[src/rtl/cpu_dmem_interface.sv]
// Data-memory interface between the MEM stage and the data bus: byte-lane steering,
// a req/gnt/rvalid handshake with a bounded wait, and a pipeline stall per access.
module cpu_dmem_interface #(
    parameter int unsigned TIMEOUT = 255
) (
    input  logic        clk,
    input  logic        reset,
    input  logic [31:0] core_addr,
    input  logic [31:0] core_wdata,
    input  logic [3:0]  core_we,
    input  logic        core_re,
    input  logic [1:0]  core_size,
    output logic [31:0] core_rdata,
    output logic        core_stall,
    output logic        core_fault,
    output logic        bus_req,
    output logic [31:0] bus_addr,
    output logic        bus_we,
    output logic [3:0]  bus_be,
    output logic [31:0] bus_wdata,
    input  logic        bus_gnt,
    input  logic        bus_rvalid,
    input  logic [31:0] bus_rdata
);

    typedef enum logic [1:0] {IDLE, REQ, WAIT, DONE} state_t;

    // Last counter value at which the access may still wait before it is aborted.
    localparam logic [15:0] TO_LAST = 16'(TIMEOUT - 1);

    state_t      state_q, state_d;
    logic [15:0] cnt_q, cnt_d;
    logic        to_q, to_d;
    logic [1:0]  off_q, off_d;
    logic        bus_req_q, bus_req_d;
    logic [31:0] bus_addr_q, bus_addr_d;
    logic        bus_we_q, bus_we_d;
    logic [3:0]  bus_be_q, bus_be_d;
    logic [31:0] bus_wdata_q, bus_wdata_d;
    logic [31:0] rdata_q, rdata_d;

    logic [1:0]  off;
    logic        is_wr, is_rd, bad, req_ok, req_bad, timeout_hit;
    logic [3:0]  mask;

    always_comb begin : decode
        off   = core_addr[1:0];
        is_wr = |core_we;
        is_rd = core_re & ~is_wr;
        mask  = 4'b0000;
        bad   = 1'b0;
        if (is_wr) begin
            mask = core_we;
            case (core_we)
                4'b0001: bad = 1'b0;
                4'b0011: bad = off[0];
                4'b1111: bad = |off;
                default: bad = 1'b1;
            endcase
        end else begin
            case (core_size)
                2'b00:   mask = 4'b0001;
                2'b01:   begin mask = 4'b0011; bad = off[0]; end
                2'b10:   begin mask = 4'b1111; bad = |off;   end
                default: bad = 1'b1;
            endcase
        end
        req_ok      = (is_wr | is_rd) & ~bad;
        req_bad     = (is_wr | is_rd) & bad;
        timeout_hit = (cnt_q >= TO_LAST);
    end

    always_ff @(posedge clk or negedge reset) begin : state_reg
        if (!reset) begin
            state_q     <= IDLE;
            cnt_q       <= '0;
            to_q        <= 1'b0;
            off_q       <= '0;
            bus_req_q   <= 1'b0;
            bus_addr_q  <= '0;
            bus_we_q    <= 1'b0;
            bus_be_q    <= '0;
            bus_wdata_q <= '0;
            rdata_q     <= '0;
        end else begin
            // NOTE: non-blocking so every flop samples the pre-edge values of the others.
            state_q     <= state_d;
            cnt_q       <= cnt_d;
            to_q        <= to_d;
            off_q       <= off_d;
            bus_req_q   <= bus_req_d;
            bus_addr_q  <= bus_addr_d;
            bus_we_q    <= bus_we_d;
            bus_be_q    <= bus_be_d;
            bus_wdata_q <= bus_wdata_d;
            rdata_q     <= rdata_d;
        end
    end

    always_comb begin : next_state
        // NOTE: every _d starts from its _q so no branch of the case can infer a latch.
        state_d     = state_q;
        cnt_d       = cnt_q;
        to_d        = to_q;
        off_d       = off_q;
        bus_req_d   = bus_req_q;
        bus_addr_d  = bus_addr_q;
        bus_we_d    = bus_we_q;
        bus_be_d    = bus_be_q;
        bus_wdata_d = bus_wdata_q;
        rdata_d     = rdata_q;
        case (state_q)
            IDLE: begin
                if (req_ok) begin
                    state_d     = REQ;
                    cnt_d       = '0;
                    off_d       = off;
                    bus_req_d   = 1'b1;
                    bus_addr_d  = {core_addr[31:2], 2'b00};
                    bus_we_d    = is_wr;
                    bus_be_d    = mask << off;
                    bus_wdata_d = core_wdata << {off, 3'b000};
                end
            end
            REQ: begin
                cnt_d = cnt_q + 16'd1;
                if (bus_gnt) begin
                    bus_req_d = 1'b0;
                    state_d   = bus_we_q ? DONE : WAIT;
                end else if (timeout_hit) begin
                    bus_req_d = 1'b0;
                    to_d      = 1'b1;
                    state_d   = DONE;
                    if (!bus_we_q) rdata_d = '0;
                end
            end
            WAIT: begin
                cnt_d = cnt_q + 16'd1;
                if (bus_rvalid) begin
                    rdata_d = bus_rdata >> {off_q, 3'b000};
                    state_d = DONE;
                end else if (timeout_hit) begin
                    rdata_d = '0;
                    to_d    = 1'b1;
                    state_d = DONE;
                end
            end
            DONE: begin
                to_d    = 1'b0;
                state_d = IDLE;
            end
            default: state_d = IDLE;
        endcase
    end

    // Combinational outputs are gated by reset so they also read 0 while reset is held.
    always_comb begin : outputs
        core_stall = 1'b0;
        core_fault = 1'b0;
        if (reset) begin
            case (state_q)
                IDLE:      begin core_stall = req_ok; core_fault = req_bad; end
                REQ, WAIT: core_stall = 1'b1;
                DONE:      core_fault = to_q;
                default:   core_stall = 1'b0;
            endcase
        end
    end

    assign core_rdata = rdata_q;
    assign bus_req    = bus_req_q;
    assign bus_addr   = bus_addr_q;
    assign bus_we     = bus_we_q;
    assign bus_be     = bus_be_q;
    assign bus_wdata  = bus_wdata_q;

endmodule

[config.mk]
export PLATFORM = sky130hd
export DESIGN_NAME = cpu_dmem_interface
export DESIGN_NICKNAME = d
export VERILOG_FILES = /design/src/rtl/cpu_dmem_interface.sv
export SDC_FILE = /design/constraint.sdc
export NUM_CORES = 1
export LEC_CHECK = 0
export ABC_AREA = 1
export CORE_ASPECT_RATIO = 1.25
export CORE_MARGIN = 3
export CORE_UTILIZATION = 35
export CTS_BUF_LIST = sky130_fd_sc_hd__clkbuf_16
export CTS_CLUSTER_SIZE = 10
export DETAILED_ROUTE_END_ITERATION = 8
export GPL_TIMING_DRIVEN = 0
export PLACE_DENSITY = 0.7
export SLEW_MARGIN = 20
export SYNTH_ARGS = -nofsm -noshare
export SYNTH_HDL_FRONTEND = slang
export SYNTH_SLANG_ARGS = --single-unit
[constraint.sdc]
create_clock -name clk -period 1.9 [get_ports clk]
set_clock_uncertainty 0.1 [all_clocks]
set_input_delay 0.19 -clock clk [delete_from_list [all_inputs] [get_ports clk]]
set_output_delay 0.19 -clock clk [all_outputs]
set_load 0.005 [all_outputs]
# After elaboration in Yosys (flattened, before gate mapping)
# Cells that the tools add are included.
[word_totals] mem_count=0 regBits=121 rom_bits=0 latchBits=0 input_bits=107 word_cells=81 mem_bits_rw=0
[op_classes] magnitude_cmp=1 n_addsub=1 muxes=31 eq_ne=15 n_shift=3 n_div=0 bitwise_logic=6 multipliers=0 n_reduce_logical=14
[ops] operator="32-bit two-way mux" n=5
[ops] operator="32-bit case mux with 2 select lines" n=1
[ops] operator="16-bit case mux with 2 select lines" n=1
[ops] operator="32-bit by 5-bit left shift with 32-bit output" n=1
[ops] operator="32-bit by 5-bit >> shifter with 32-bit output" n=1
[ops] operator="16-bit by 1-bit adder with 16-bit output (second input constant)" n=1
[ops] operator="16-bit by 8-bit greater-or-equal comparator with 1-bit output (second input constant)" n=1
[ops] operator="16-bit two-way mux" n=1
[ops] operator="4-bit case mux with 3 select lines" n=1
[ops] operator="1-bit two-way mux" n=10
[ops] operator="2-bit inequality test (second input constant)" n=5
[ops] operator="1-bit case mux with 3 select lines" n=3
[ops] operator="2-bit two-way mux" n=4
[ops] operator="2-bit case mux with 4 select lines" n=1
[ops] operator="2-bit equality test (second input constant)" n=3
[ops] operator="3-bit inequality test (second input constant)" n=2
[ops] operator="1-bit case mux with 2 select lines" n=3
[ops] operator="3-bit AND reduction" n=2
[ops] operator="2-bit nonzero test" n=3
[ops] operator="5-bit AND reduction" n=1
[ops] operator="2-bit by 1-bit equality test with 1-bit output (second input constant)" n=2
[ops] operator="4-bit by 1-bit equality test with 1-bit output (second input constant)" n=1
[ops] operator="4-bit by 2-bit equality test with 1-bit output (second input constant)" n=1
[ops] operator="4-bit equality test (second input constant)" n=1
[ops] operator="other kinds (10)" n=16

# Depth between registers and ports, before layout
[logic_depth] depth_word=7 depth_mapped=13

# Worst setup path before layout
# OpenSTA, ideal clock, no wires.
[synth_timing] kind="register -> register" start="register state_q[0]" end="register rdata_q[20], in the netlist core_rdata[20]" path_slack_ns=0.024 stages_incl_launch_ff=9 required_time_ns=1.726 t_arrival_ns=1.702 path_cell_list="dfrtp_1 > inv_1 > ha_1 > nand2_1 > nor2_4 > inv_2 > clkbuf_1 > or2_2 > o21ai_2"
[synth_via] elab_chain_len=3
[synth_rtl] item="from (decl)" line_no="31" source="state_t state_q, state_d;"
[synth_rtl] item="from (signal assigned)" line_no="87" source="state_q <= state_d;"
[synth_rtl] item="2-bit equality test or 2-bit by 1-bit equality test with 1-bit output (tied branches)" line_no="112" source="case (state_q)"
[synth_rtl] item="3-bit inequality test (no source line), or another cell as far along"
[synth_rtl] item="5-bit AND reduction (no source line)"
[synth_rtl] item="to (signal assigned)" line_no="96" source="rdata_q <= rdata_d;"
[synth_rtl] item="to (decl)" line_no="40" source="logic [31:0] rdata_q, rdata_d;"
# Several ways; a longest one is shown, not always the timed one.
# A chain may end at the register's enable or synchronous reset.

# Worst setup path in the final report
[layout_timing] start="register state_q[0]" end="output port core_stall"
[layout_via] elab_chain_len=4
[layout_rtl] item="2-bit equality test or 2-bit by 1-bit equality test with 1-bit output (tied branches)" line_no="161" source="case (state_q)"
[layout_rtl] item="2-bit OR reduction (no source line)"
[layout_rtl] item="1-bit case mux with 2 select lines (*)" line_no="161"
[layout_rtl] item="1-bit two-way mux (*)" line_no="160" source="if (reset) begin"
[layout_rtl] item="to (decl)" line_no="14" source="output logic core_stall,"
# Mark *: on every way between the ends. The rest lies on a longest branch, timed or not.

==> flow_summary.json <==
{
  "leakage_uw": 0.004889,
  "synth_seq_area_share_pct": 45.94,
  "die_h_um": 159.4,
  "r2r_start": "state_q[1]$_DFFE_PN0P_",
  "syn_inst": 871,
  "utilization_pct": 55.84,
  "yosys.area.top_type_share_pct": 45.94,
  "die_w_um": 128.7,
  "timing_worst_setup_path_type": "reg -> out",
  "drv_cap": 0,
  "place.gp.congestion": 0.9368,
  "drc_errors": 0,
  "io_pins": 211,
  "tritoncts": "built",
  "cts_buffers": 17,
  "setup_violations": 3,
  "fp.dieArea_sq_um": 20530,
  "crit_arrival_ps": 1620,
  "vias": 6732,
  "cts_hold_buf": 5,
  "clkTransAtPathRegs_ps": 60,
  "cts-root-buf": "clkbuf_16",
  "rows": 55,
  "placedCellCount": 1309,
  "first_global_vias": 6603,
  "setup_tns_ps": -19.38,
  "yosys.area.top_type": "dfrtp_1",
  "timing.fmax_mhz": 523.2,
  "insertion_delay_ps": 410,
  "crit_end": "core_stall",
  "postPlaceCellArea_sq_um": 8995,
  "tightest_slew_ps": 676.4,
  "path_cells": "inv_4 -> ha_4 -> nand2_2 -> inv_2 -> nand2_4 -> buf_8 -> a21oi_2 -> buf_2",
  "critPathCaptureType": "output pin",
  "reg2reg_to": "core_rdata[20]$_DFFE_PN0P_",
  "nFillCells": 1693,
  "power_density_nw_per_um2": 1228,
  "regArea_sq_um": 3030,
  "hold_viol_final": 81,
  "min_period_over_period_pct": 100.6,
  "holdWs_ps": -163.6,
  "synth-seq-cells": 121,
  "cts_sinks": 121,
  "maxSlewHeadroom_pct": 54.90,
  "h-tree-depth": 4,
  "wl_um": 21800,
  "area.growth.synth_to_final_pct": 55.07,
  "path_max_fanout": 4,
  "firstDrtPassIters": 6,
  "ff2ff_path_depth": 8,
  "antenna_found_initial": 6,
  "max_stage_delay_ps": 430,
  "crit_required_ps": 1610,
  "outcome": "finished with violations",
  "failed_checks": "negative hold slack, negative setup slack",
  "drtAntennaViolNets": 0,
  "fin_nets": 1257,
  "globalRouteTotalUtil_pct": 20.80,
  "syn_avg_cell_area_sq_um": 7.568,
  "synthDistinctLibCells": 32,
  "rrSetupSlack_ps": -10,
  "wl_per_cell_um": 15.75,
  "grt_pass1_wl_um": 34280,
  "ys_top_cells_by_area": "dfrtp_1 (46%), nand2_1 (19%), nor2_1 (4.5%)",
  "yosysWarnings": 0,
  "post-dp-hpwl_um": 15680,
  "vias_per_cell": 4.864,
  "drv_slew": 0,
  "multi_input_area_sq_um": 3267,
  "grt_max_degree": 84,
  "start_kind": "flip-flop",
  "cp_slowest_cell": "dfrtp_2",
  "startpoint": "state_q[0]$_DFFE_PN0P_",
  "cts_max_path_buffers": 2,
  "port_buffers": 208,
  "core_area_sq_um": 18310,
  "stdcell_count": 1384,
  "grt-ovfl-total": 0,
  "netlist_area_sq_um": 6591,
  "worst_slack_ps": -11.25,
  "p_total_uw": 12550,
  "vdd_drop_max_v": 0.0006894,
  "fin_crit_ps": 1911,
  "rsz0062_at_grt": "true",
  "min_path_type": "in -> async",
  "drive_gt1_share_pct": 17.48,
  "finalInstanceArea_sq_um": 10220,
  "drt_iter0_markers": 546,
  "initial_utilization_pct": 36.01
}
worst max-delay path, delay by kind of cell, from the launching register on:
family                     cells  cell delay (ps)
and+or+nand+nor                2              110
DFF                            1              430
adders and majority gates      1              150
buffers and inverters          4              430
AOI/OAI and AO/OA              1              100
registers in the layout (all words and copies together) (netlist names):
register	count
off_q	2
bus_wdata	32
bus_req	1
bus_addr	30
core_rdata	32
to_q	1
state_q	2
bus_we	1
bus_be	4
cnt_q	16
routing by layer:
layer,global-route usage [%],vias up,wire length (um)
met2,35.87,285,11210
met3,5.906,43,1742
li1,-,3286,-
met5,0,-,0
met1,24.76,3118,8321
met4,6.638,0,524
power breakdown:
part,switching [uW],internal [uW]
Sequential,500,3380
Combinational,2590,2760
Clock,1260,2060
Total,4350,8210
worst min-delay path by stage:
| stage | start | slack (ps) | end | cells after the start |
|---|---|---|---|---|
| floorplan | reset | -210 | bus_addr[10]$_DFFE_PN0P_ | 0 |
| global placement | bus_req$_DFFE_PN0P_ | 360 | bus_req$_DFFE_PN0P_ | 2 |
| detailed placement | reset | -0.7 | bus_addr[31]$_DFFE_PN0P_ | 1 |
| CTS | reset | -120 | bus_wdata[1]$_DFFE_PN0P_ | 4 |
| global route | reset | -130 | bus_wdata[0]$_DFFE_PN0P_ | 4 |
| finish | reset | -160 | bus_wdata[1]$_DFFE_PN0P_ | 4 |
cell usage in the layout, fill, tap and decap left out, types with 20 or more instances in the layout:
cell / Yosys / layout
nand3_1: 45 / 41
nand2_1: 342 / 338
buf_4: 8 / 41
inv_1: 47 / 40
a21oi_1: 34 / 32
nor2_1: 79 / 74
dfrtp_1: 121 / 119
clkdlybuf4s50_1: 0 / 198
nand2_2: 27 / 24
o22ai_1: 24 / 24
o21ai_2: 20 / 20
cell usage after synthesis:
cell,count
a21oi_1,34
and2_1,1
buf_1,1
buf_2,17
buf_4,8
buf_6,6
clkbuf_1,11
conb_1,1
dfrtp_1,121
ha_1,12
inv_1,47
inv_2,6
inv_4,1
mux2i_1,8
nand2_1,342
nand2_2,27
nand2_4,1
nand3_1,45
nand4_1,4
nor2_1,79
nor2_2,3
nor2_4,2
nor3_1,1
o211ai_1,2
o21ai_0,18
o21ai_1,8
o21ai_2,20
o21bai_1,1
o22ai_1,24
or2_2,8
xnor2_1,3
xor2_1,9
cell type report:
| cell class | count | share of cell area (%) |
|---|---|---|
| multi-input cells | 654 | 31.96 |
| flip-flops and latches | 121 | 29.65 |
| repair buffers | 248 | 24.45 |
| clock buffers | 17 | 4.162 |
| plain buffers | 42 | 3.036 |
| well taps | 228 | 2.791 |
| inverters | 54 | 2.118 |
| clock inverters | 14 | 1.689 |
| diodes | 6 | 0.1469 |
cells by family after synthesis:
| family | after synthesis | synth area share [%] |
|---|---|---|
| buffers and inverters | 97 | 7.023 |
| other | 1 | 0.05689 |
| XOR/XNOR | 12 | 1.595 |
| multiplexers | 8 | 1.215 |
| AND/OR/NAND/NOR | 513 | 32.06 |
| adder cells (fa/ha/maj) | 12 | 2.278 |
| AO/OA/AOI/OAI | 107 | 9.833 |
| flip-flops | 121 | 45.94 |
repair_timing:
action,in CTS,in global routing
pin swaps,6,13
setup endpoints to repair,82,44
hold endpoints to repair,121,81
cloned,0,2
buffers inserted,16,16
resized for setup,41,40
stage by stage:
step           hold slack, ps  worst slack, ps
2_1_floorplan          -205.6            23.62
3_3_place_gp            359.9            -4465
3_5_place_dp          -0.7447           -813.1
4_1_cts                -121.8           -20.07
5_1_grt                -131.1           -87.25
6_report               -163.6           -11.25
No activity file was read; power rests on OpenSTA's default activity.
